`config.mk`:
```
export PLATFORM = sky130hd
export DESIGN_NAME = calc_entry_ctrl
export DESIGN_NICKNAME = d
export VERILOG_FILES = /design/src/rtl/calc_entry_ctrl.sv
export SDC_FILE = /design/constraint.sdc
export NUM_CORES = 1
export LEC_CHECK = 0
export BUFFER_PORTS_ARGS = -buffer_cell sky130_fd_sc_hd__buf_2
export CORE_AREA = 3 3 180 182
export CTS_CLUSTER_DIAMETER = 30
export DETAILED_ROUTE_END_ITERATION = 7
export DIE_AREA = 0 0 183 185
export GPL_TIMING_DRIVEN = 0
export RECOVER_POWER = 25
export REMOVE_ABC_BUFFERS = 1
export SLEW_MARGIN = 20
export SYNTH_ARGS = -nofsm -noshare
export SYNTH_HDL_FRONTEND = slang
export SYNTH_SLANG_ARGS = --single-unit
```
`constraint.sdc`:
```
create_clock -name clk -period 7.3 [get_ports clk]
set_input_delay 0 -clock clk [delete_from_list [all_inputs] [get_ports clk]]
set_output_delay 0 -clock clk [all_outputs]
set_load 0.01 [all_outputs]
```
`src/rtl/calc_entry_ctrl.sv`:
```
// calc_entry_ctrl: keypad entry sequencer for a calculator.
// Builds decimal operands digit by digit in a shared entry register (mag, cnt, neg), captures
// operator and operands A/B, pulses alu_start once and waits for alu_done. The result is held
// for display and chained as operand A when an operator follows it.
// Ports:
//   clk, rst_n                  clock (rising edge), asynchronous active-low reset
//   digit_stb/digit             digit key strobe and BCD value (>9 ignored)
//   op_stb/op_sel               operator key strobe and operator code
//   eq_stb, neg_stb, clr_stb    '=', sign-toggle and clear key strobes
//   alu_start/alu_a/alu_b/alu_op  ALU request (start is a one-cycle pulse)
//   alu_done/alu_result         ALU completion handshake and result
//   disp_value                  registered display value
//   state, err                  debug state encoding, error flag
module calc_entry_ctrl #(
   parameter int unsigned MAX_DIGITS = 8,
   parameter int unsigned TIMEOUT    = 1024
) (
   input  logic        clk,
   input  logic        rst_n,
   input  logic        digit_stb,
   input  logic [3:0]  digit,
   input  logic        op_stb,
   input  logic [1:0]  op_sel,
   input  logic        eq_stb,
   input  logic        neg_stb,
   input  logic        clr_stb,
   output logic        alu_start,
   output logic [31:0] alu_a,
   output logic [31:0] alu_b,
   output logic [1:0]  alu_op,
   input  logic        alu_done,
   input  logic [31:0] alu_result,
   output logic [31:0] disp_value,
   output logic [2:0]  state,
   output logic        err
);

   localparam int unsigned CntW = $clog2(MAX_DIGITS + 1);

   typedef enum logic [2:0] {
      StEnterA = 3'd0,
      StEnterB = 3'd1,
      StWaitAlu = 3'd2,
      StShow   = 3'd3,
      StErr    = 3'd4
   } state_e;

   state_e            state_q, state_d;
   logic [31:0]       mag_q, mag_d;
   logic [CntW-1:0]   cnt_q, cnt_d;
   logic              neg_q, neg_d;
   logic [31:0]       result_q, result_d;
   logic [31:0]       alu_a_q, alu_a_d;
   logic [31:0]       alu_b_q, alu_b_d;
   logic [1:0]        alu_op_q, alu_op_d;
   logic              alu_start_q, alu_start_d;
   logic [31:0]       disp_q, disp_d;
   logic [31:0]       tmo_q, tmo_d;

   function automatic logic [31:0] entry_val(input logic [31:0] m, input logic n);
      return n ? (~m + 32'd1) : m;
   endfunction

   logic digit_ok;
   assign digit_ok = digit_stb && (digit <= 4'd9);

   always_comb begin
      state_d     = state_q;
      mag_d       = mag_q;
      cnt_d       = cnt_q;
      neg_d       = neg_q;
      result_d    = result_q;
      alu_a_d     = alu_a_q;
      alu_b_d     = alu_b_q;
      alu_op_d    = alu_op_q;
      alu_start_d = 1'b0;
      tmo_d       = tmo_q;

      // Strobe priority: clr > eq > op > neg > digit; a higher strobe drops the lower ones
      // even when it has no effect in the current state.
      if (clr_stb) begin
         state_d  = StEnterA;
         mag_d    = '0;
         cnt_d    = '0;
         neg_d    = 1'b0;
         result_d = '0;
         alu_a_d  = '0;
         alu_b_d  = '0;
         alu_op_d = '0;
         tmo_d    = '0;
      end else begin
         case (state_q)
            StEnterA, StEnterB: begin
               if (eq_stb) begin
                  if (state_q == StEnterB) begin
                     alu_b_d     = (cnt_q == '0) ? 32'd0 : entry_val(mag_q, neg_q);
                     alu_start_d = 1'b1;
                     tmo_d       = '0;
                     state_d     = StWaitAlu;
                  end
               end else if (op_stb) begin
                  if (state_q == StEnterA) begin
                     alu_a_d  = entry_val(mag_q, neg_q);
                     alu_op_d = op_sel;
                     mag_d    = '0;
                     cnt_d    = '0;
                     neg_d    = 1'b0;
                     state_d  = StEnterB;
                  end else if (cnt_q == '0) begin
                     alu_op_d = op_sel;
                  end
               end else if (neg_stb) begin
                  neg_d = ~neg_q;
               end else if (digit_ok && (cnt_q < CntW'(MAX_DIGITS))) begin
                  mag_d = mag_q * 32'd10 + {28'd0, digit};
                  cnt_d = cnt_q + CntW'(1);
               end
            end
            StWaitAlu: begin
               if (alu_done) begin
                  result_d = alu_result;
                  mag_d    = '0;
                  cnt_d    = '0;
                  neg_d    = 1'b0;
                  state_d  = StShow;
               end else if ((TIMEOUT != 0) && (tmo_q == TIMEOUT - 1)) begin
                  state_d = StErr;
               end else begin
                  tmo_d = tmo_q + 32'd1;
               end
            end
            StShow: begin
               if (eq_stb) begin
                  // '=' is ignored here but still masks lower-priority keys.
               end else if (op_stb) begin
                  alu_a_d  = result_q;
                  alu_op_d = op_sel;
                  mag_d    = '0;
                  cnt_d    = '0;
                  neg_d    = 1'b0;
                  state_d  = StEnterB;
               end else if (neg_stb) begin
                  // Sign toggle has no meaning on a displayed result.
               end else if (digit_ok) begin
                  mag_d   = {28'd0, digit};
                  cnt_d   = CntW'(1);
                  neg_d   = 1'b0;
                  state_d = StEnterA;
               end
            end
            default: ;
         endcase
      end

      // Display follows the next state so it changes on the same edge as the state.
      case (state_d)
         StEnterA, StEnterB: disp_d = entry_val(mag_d, neg_d);
         StShow:             disp_d = result_d;
         StWaitAlu:          disp_d = disp_q;
         default:            disp_d = 32'd0;
      endcase
   end

   always_ff @(posedge clk or negedge rst_n) begin
      if (!rst_n) begin
         state_q     <= StEnterA;
         mag_q       <= '0;
         cnt_q       <= '0;
         neg_q       <= 1'b0;
         result_q    <= '0;
         alu_a_q     <= '0;
         alu_b_q     <= '0;
         alu_op_q    <= '0;
         alu_start_q <= 1'b0;
         disp_q      <= '0;
         tmo_q       <= '0;
      end else begin
         state_q     <= state_d;
         mag_q       <= mag_d;
         cnt_q       <= cnt_d;
         neg_q       <= neg_d;
         result_q    <= result_d;
         alu_a_q     <= alu_a_d;
         alu_b_q     <= alu_b_d;
         alu_op_q    <= alu_op_d;
         alu_start_q <= alu_start_d;
         disp_q      <= disp_d;
         tmo_q       <= tmo_d;
      end
   end

   assign alu_start  = alu_start_q;
   assign alu_a      = alu_a_q;
   assign alu_b      = alu_b_q;
   assign alu_op     = alu_op_q;
   assign disp_value = disp_q;
   assign state      = state_q;
   assign err        = (state_q == StErr);

endmodule
```
==> impl_metrics.toml, run 1 <==
[cells_and_area]
final_cells = 2249
drive_above_1_share = 0.173
final_nets = 1926
design_area_sq_um = 17100
antenna_cells = 0
area_growth_syn_to_layout_pct = 23.2

[floorplan]
core_sq_um = 30700
die_area_sq_um = 33900
ios = 149
die_w_um = 183
initial_core_util = 0.450
die_h_um = 185
fp-row-count = 64

[clocking]
cts_tree = "done"
clock_path_buffers = 3
cts_buffers = 47
clk_pin_slew_ns = 0.05
cts.sinks = 203
clock_latency_ns = 0.55
cts_setup_buffers = 0
clockRootBuffer = "clkbuf_16"
htree_levels = 2

[pwr]
power_switching_share = 0.251
p_clk_frac = 0.588
finalPower_mw = 3.68
p_switching_mw = 0.923
leakage_nw = 7.80
intPower_mw = 2.75
power.density_nw_per_um2 = 215
ir_drop_uv = 156
p_seq_frac = 0.319
pwr-share-comb = 0.093

[detailed_routing]
drc = 0
dr.pass1.iters = 5
wl_per_cell_um = 19.6
vias = 13300
final_antenna_net_count = 0
drt_iter0_markers = 1044
drt-total-wl_um = 44100
routed_via_density = 5.89

[synthesis]
synth_top_area_frac = 0.367
yosysWarnings = 0
yosysTopAreaCell = "dfrtp_1"
synth-edff-count = 0
ys_seq_area_frac = 0.367
synth-async-reset-ratio = 1.00
syn_area_per_cell_sq_um = 8.38
synth_flop_cell = "dfrtp_1"
synth_area_sq_um = 13900
synth_top_family_by_area = "compound AO/OA/AOI/OAI gates"
synthMuxAreaShare = 0.00587
synthSimpleGateAreaFrac = 0.222
synth_compound_area_frac = 0.246
ys_ff_latch = 203
synth_cells = 1653
synthXorXnorAreaFrac = 0.0674
synth.area.top_cells = "dfrtp_1, nand2_1, o21ai_0"
yosys.area_share.adder = 0.0598
synth.distinct_cells = 104

[placement]
place_hpwl_um = 32100
portBuffers = 148
placed_cells = 2122
post-place-ws_ns = 1.72
gp_congestion = 0.928
dpl_cell_area_sq_um = 15100

[sta]
fmax_ghz = 0.175
finalCritPeriodShare = 0.781
tightest_slew_ns = 5.19
tns_ns = 0
hold_violations = 0
maxSlewHeadroom = -2.46
setup_violations = 0
fin_skew_ns = 0.0284
min_period_ns = 5.70
slew_violations = 206
rsz0062_at_grt = "false"
setup_ws_ns = 1.60

[setup_path]
cp.depth = 16
rr_worst_depth = 16
crit_buf_inv = 0
cp-start-kind = "flop"
r2r-start = "mag_q[1]"
worstSetupEndpointType = "flop"
r2r-end = "disp_value[28]"
critPathMaxFanout = 12
crit_slowest_cell = "nor4_2"
reg2reg_slack_ns = 1.60
critPathRequiredTime_ns = 7.71
path_cells = "ha_1 > ha_1 > fa_1 > a211oi_2 > o21a_1 > a22oi_4 > xnor2_2 > nor4_2 > nand4_2 > o31a_1 > a211oi_2 > a221oi_2 > a21oi_1 > o21ai_1 > xnor2_1 > o21ai_1"
path_class = "flop to flop"
worstPathArrival_ns = 6.10
crit_path_max_incr_delay_ns = 0.88
crit_family = "compound AO/OA/AOI/OAI gates"

[job]
max_cap_viol_count = 3

[run_status]
status = "finished with violations"
violations = "capacitance limit, slew limit"

[grt]
grt_pass1_vias = 13000
grt_overflow = 0
track_usage = 0.258
antenna_found_initial = 0
grt_pass1_wl_um = 70900
grt_max_degree = 98
top_usage_layer = "met2"
met1_usage = 0.370
use_met3 = 0.0338
use_met2 = 0.402

[worst_hold_path]
holdPathStages = 3
hp-class = "input pin to flop"
worstHoldStart = "eq_stb"
hold_path_end = "mag_q[21]"
[routing by layer]
metal  vias up  share of wire
met5         -              0
met4         0          0.031
met1      6390           0.47
met3        67          0.063
li1       6346              -
met2       448           0.44
[layout by cell type, fill, tap and decap left out, drive strengths merged, types with 5 or more instances in the layout]
| cell type | count |
|---|---|
| a211oi | 15 |
| a21o | 11 |
| a21oi | 138 |
| a221oi | 5 |
| a22oi | 45 |
| a31oi | 21 |
| a32oi | 6 |
| and2 | 14 |
| and3 | 13 |
| buf | 159 |
| bufinv | 6 |
| clkbuf | 70 |
| clkinv | 8 |
| clkinvlp | 6 |
| dfrtp | 203 |
| dlygate4sd3 | 39 |
| ha | 63 |
| inv | 28 |
| mux2i | 7 |
| nand2 | 250 |
| nand2b | 13 |
| nand3 | 34 |
| nand4 | 20 |
| nand4b | 5 |
| nor2 | 160 |
| nor3 | 33 |
| nor3b | 10 |
| nor4 | 25 |
| o211ai | 11 |
| o21a | 9 |
| o21ai | 175 |
| o22ai | 5 |
| o31ai | 21 |
| o41ai | 6 |
| or2 | 15 |
| or3 | 17 |
| or4 | 8 |
| xnor2 | 43 |
| xor2 | 61 |
[how the worst max path moves through the flow]
stage,end,startpoint
final,disp_value[28],mag_q[1]
after global routing,neg_q,rst_n
after CTS,disp_value[28],mag_q[1]
after detailed placement,disp_value[28],mag_q[1]
after global placement,disp_value[30],state[0]
after floorplan,disp_value[31],mag_q[1]
[flip-flops by register name (all words and copies together), names as in the netlist]
name / flops
alu_a: 32
alu_b: 32
disp_value: 32
mag_q: 32
result_q: 32
tmo_q: 32
cnt_q: 4
state: 3
alu_op: 2
alu_start: 1
neg_q: 1
[tightest hold or removal path, delay by kind of cell]
| family | cells | cell delay, ns |
|---|---|---|
| AOI/OAI and AO/OA | 2 | 0.29 |
| buffers and inverters | 1 | 0.24 |
[synthesized netlist by cell type (12+ instances only)]
library cell	number
xnor2_1	41
nor4_1	19
nor3_1	30
dfrtp_1	203
nand4_1	17
ha_1	63
a21oi_1	138
clkbuf_1	72
o21ai_1	17
nor2_1	159
o21ai_0	158
a31oi_1	20
nand3_1	32
or2_2	12
or3_1	17
xor2_1	60
inv_1	25
and2_1	13
nand2b_1	13
a22oi_1	41
o31ai_1	17
and3_1	13
nand2_1	250
[per-stage QoR]
step / utilization / hold WS, ns
3_3_place_gp: 0.479 / 0.268
2_1_floorplan: - / -0.296
6_report: 0.555 / 0.0516
5_1_grt: 0.555 / 0.0858
3_5_place_dp: 0.490 / -0.0601
4_1_cts: 0.558 / 0.0207
[logic make-up after synthesis]
logic type	after synthesis
AO/OA/AOI/OAI	521
XOR/XNOR	104
adder cells (fa/ha/maj)	65
buffers and inverters	116
flip-flops	203
multiplexers	8
AND/OR/NAND/NOR	636
[power by group through the flow]
stage / Clock (mW) / Combinational, mW / Sequential, mW
finish: 2.16 / 0.343 / 1.17
global route: 2.26 / 0.375 / 1.17
CTS: 2.19 / 0.349 / 1.17
detailed placement: 0 / 0.329 / 1.19
global placement: 0 / 0.304 / 1.19
floorplan: 0 / 0.166 / 1.19
[repair_timing]
item	in CTS	in global routing
gates resized for setup	0	0
endpoints found under the setup margin	0	0
hold endpoints to repair	273	0
hold buffers	40	0
[final cells by class]
cell class                      instances  area (sq um)
Multi-Input combinational cell       1334          8390
Clock buffer                           66          1350
Inverter                               27           101
Timing Repair Buffer                  202          1350
Tap cell                              396           495
Clock inverter                         21           308
Sequential cell                       203          5080
Fill cell                            2845         13700
Power figures use the tool's default switching activity.
==> run 2: changes to the inputs <==
--- a/config.mk
+++ b/config.mk
@@ -11,6 +11,7 @@
 export DETAILED_ROUTE_END_ITERATION = 7
 export DIE_AREA = 0 0 183 185
 export GPL_TIMING_DRIVEN = 0
+export PLACE_DENSITY = 0.66
 export RECOVER_POWER = 25
 export REMOVE_ABC_BUFFERS = 1
 export SLEW_MARGIN = 20
==> constraint.sdc (replaced) <==
create_clock -name clk -period 4.9 [get_ports clk]
set_input_delay 0 -clock clk [delete_from_list [all_inputs] [get_ports clk]]
set_output_delay 0 -clock clk [all_outputs]
set_load 0.01 [all_outputs]
==> impl_metrics.toml, run 2 (same netlist as run 1, synthesis figures left out) <==
[run_status]
status = "finished with violations"
violations = "capacitance limit, slew limit"

[detailed_routing]
dr.pass1.iters = 6
drt_iter0_markers = 1183
vias = 13700
wl_per_cell_um = 19.4
drt-total-wl_um = 44800
routed_via_density = 5.95
final_antenna_net_count = 0
drc = 0

[grt]
grt_pass1_wl_um = 71500
antenna_found_initial = 0
use_met3 = 0.0346
grt_pass1_vias = 13400
use_met2 = 0.422
track_usage = 0.257
grt_overflow = 0
grt_max_degree = 89
met1_usage = 0.356
top_usage_layer = "met2"

[pwr]
leakage_nw = 8.21
p_seq_frac = 0.330
power.density_nw_per_um2 = 294
power_switching_share = 0.255
ir_drop_uv = 214
pwr-share-comb = 0.104
p_switching_mw = 1.35
finalPower_mw = 5.29
intPower_mw = 3.94
p_clk_frac = 0.566

[worst_hold_path]
hp-class = "input pin to flop"

[clocking]
clock_path_buffers = 3
clk_pin_slew_ns = 0.05
cts_buffers = 43
clockRootBuffer = "clkbuf_16"
cts_tree = "done"
htree_levels = 2
clock_latency_ns = 0.54
cts.sinks = 203

[cells_and_area]
drive_above_1_share = 0.222
area_growth_syn_to_layout_pct = 29.7
antenna_cells = 0
most-common-layout-cells = "nand2_1, dfrtp_1, o21ai_0"
final_common_cell = "nand2_1"
final_nets = 1991

[floorplan]
ios = 149
fp-row-count = 64
initial_core_util = 0.450
die_area_sq_um = 33900
core_sq_um = 30700
die_h_um = 185
die_w_um = 183

[sta]
setup_ws_ns = 0.131
fin_skew_ns = 0.0203
maxSlewHeadroom = -1.85
setup_violations = 0
finalCritPeriodShare = 0.973
min_period_ns = 4.77
tightest_slew_ns = 4.28
slew_violations = 117
fmax_ghz = 0.210
hold_violations = 0

[job]
max_cap_viol_count = 2

[setup_path]
path_class = "flop to flop"
worstPathArrival_ns = 5.15
critPathMaxFanout = 6
worstSetupEndpointType = "flop"
critPathRequiredTime_ns = 5.28
cp-start-kind = "flop"

[placement]
gp_congestion = 0.923
portBuffers = 148
post-place-ws_ns = -0.595
place_hpwl_um = 31400
==> run 2: cell types whose count changed in the layout (fill, tap and decap cells not counted), moves of 5 or more <==
cell	previous run	this run
a21oi_1	137	130
a21oi_2	0	7
buf_4	3	47
clkbuf_1	13	7
dfrtp_1	202	191
dfrtp_2	1	12
dlygate4sd3_1	39	61
ha_1	63	57
nor2_1	157	152
==> run 2: what timing repair did <==
item | 4_1_cts | 5_1_grt
setup endpoints to repair | 14 | 13
hold buffers | 62 | 0
gates resized for setup | 7 | 78
setup buffers | 9 | 37
gates cloned | 0 | 1
pin swaps | 6 | 28
endpoints found under the hold margin | 181 | 0
==> run 2: routing by layer <==
metal,up-vias,part of all wire
met1,6705,0.45
met4,0,0.026
met2,482,0.46
met3,69,0.060
li1,6479,-
met5,-,0
==> run 2: path summary, 6_finish.rpt <==
path | start | endpoint | slack (ns) | cells past startpoint
setup / recovery | mag_q[0] | disp_value[25] | 0.13 | 16
hold / removal | eq_stb | mag_q[21] | 0.06 | 3
setup reg to reg | mag_q[0] | disp_value[25] | 0.13 | 16
hold reg to reg | alu_b[19] | alu_b[19] | 0.47 | 2
max in group asynchronous | rst_n | alu_b[15] | 0.80 | 3
min in group asynchronous | rst_n | tmo_q[4] | 0.76 | 3
==> run 2: layout make-up <==
cell class	instances	area, sq um
Inverter	27	101
Tap cell	396	495
Clock inverter	24	312
Clock buffer	54	1200
Timing Repair Buffer	271	1960
Sequential cell	203	5090
Fill cell	2671	12800
Multi-Input combinational cell	1334	8800
==> run 2: through the flow <==
| step | area (sq um) | setup TNS, ns | hold slack [ns] | instances | util |
|---|---|---|---|---|---|
| after floorplan | 13500 | 0 | -0.296 | 1564 | - |
| after global placement | 14700 | -80.10 | 0.257 | 2108 | 0.479 |
| after detailed placement | 15100 | -5.31 | -0.0927 | 2122 | 0.491 |
| after CTS | 17300 | 0 | 0.0103 | 2271 | 0.564 |
| after global routing | 18000 | -0.380 | 0.128 | 2309 | 0.584 |
| final | 18000 | 0 | 0.0590 | 2309 | 0.584 |
==> run 2: critical path, stage by stage, from the launching register on <==
cell,delay [ns]
dfrtp_2,0.47
ha_1,0.26
ha_4,0.19
fa_2,0.56
inv_1,0.06
or4_4,0.55
nor3_4,0.28
nand4_4,0.19
or2_4,0.31
a211oi_4,0.31
a41oi_2,0.17
or2_4,0.30
nor3_4,0.25
nand3_4,0.19
o21ai_2,0.17
xor2_1,0.26
o21ai_1,0.10
==> run 2: power by group through the flow <==
stage               Clock, mW  Sequential (mW)  Combinational [mW]
finish                   3.00             1.75               0.548
detailed placement          0             1.77               0.491
global route             3.12             1.75               0.595
CTS                      3.03             1.74               0.531
global placement            0             1.77               0.448
floorplan                   0             1.77               0.247
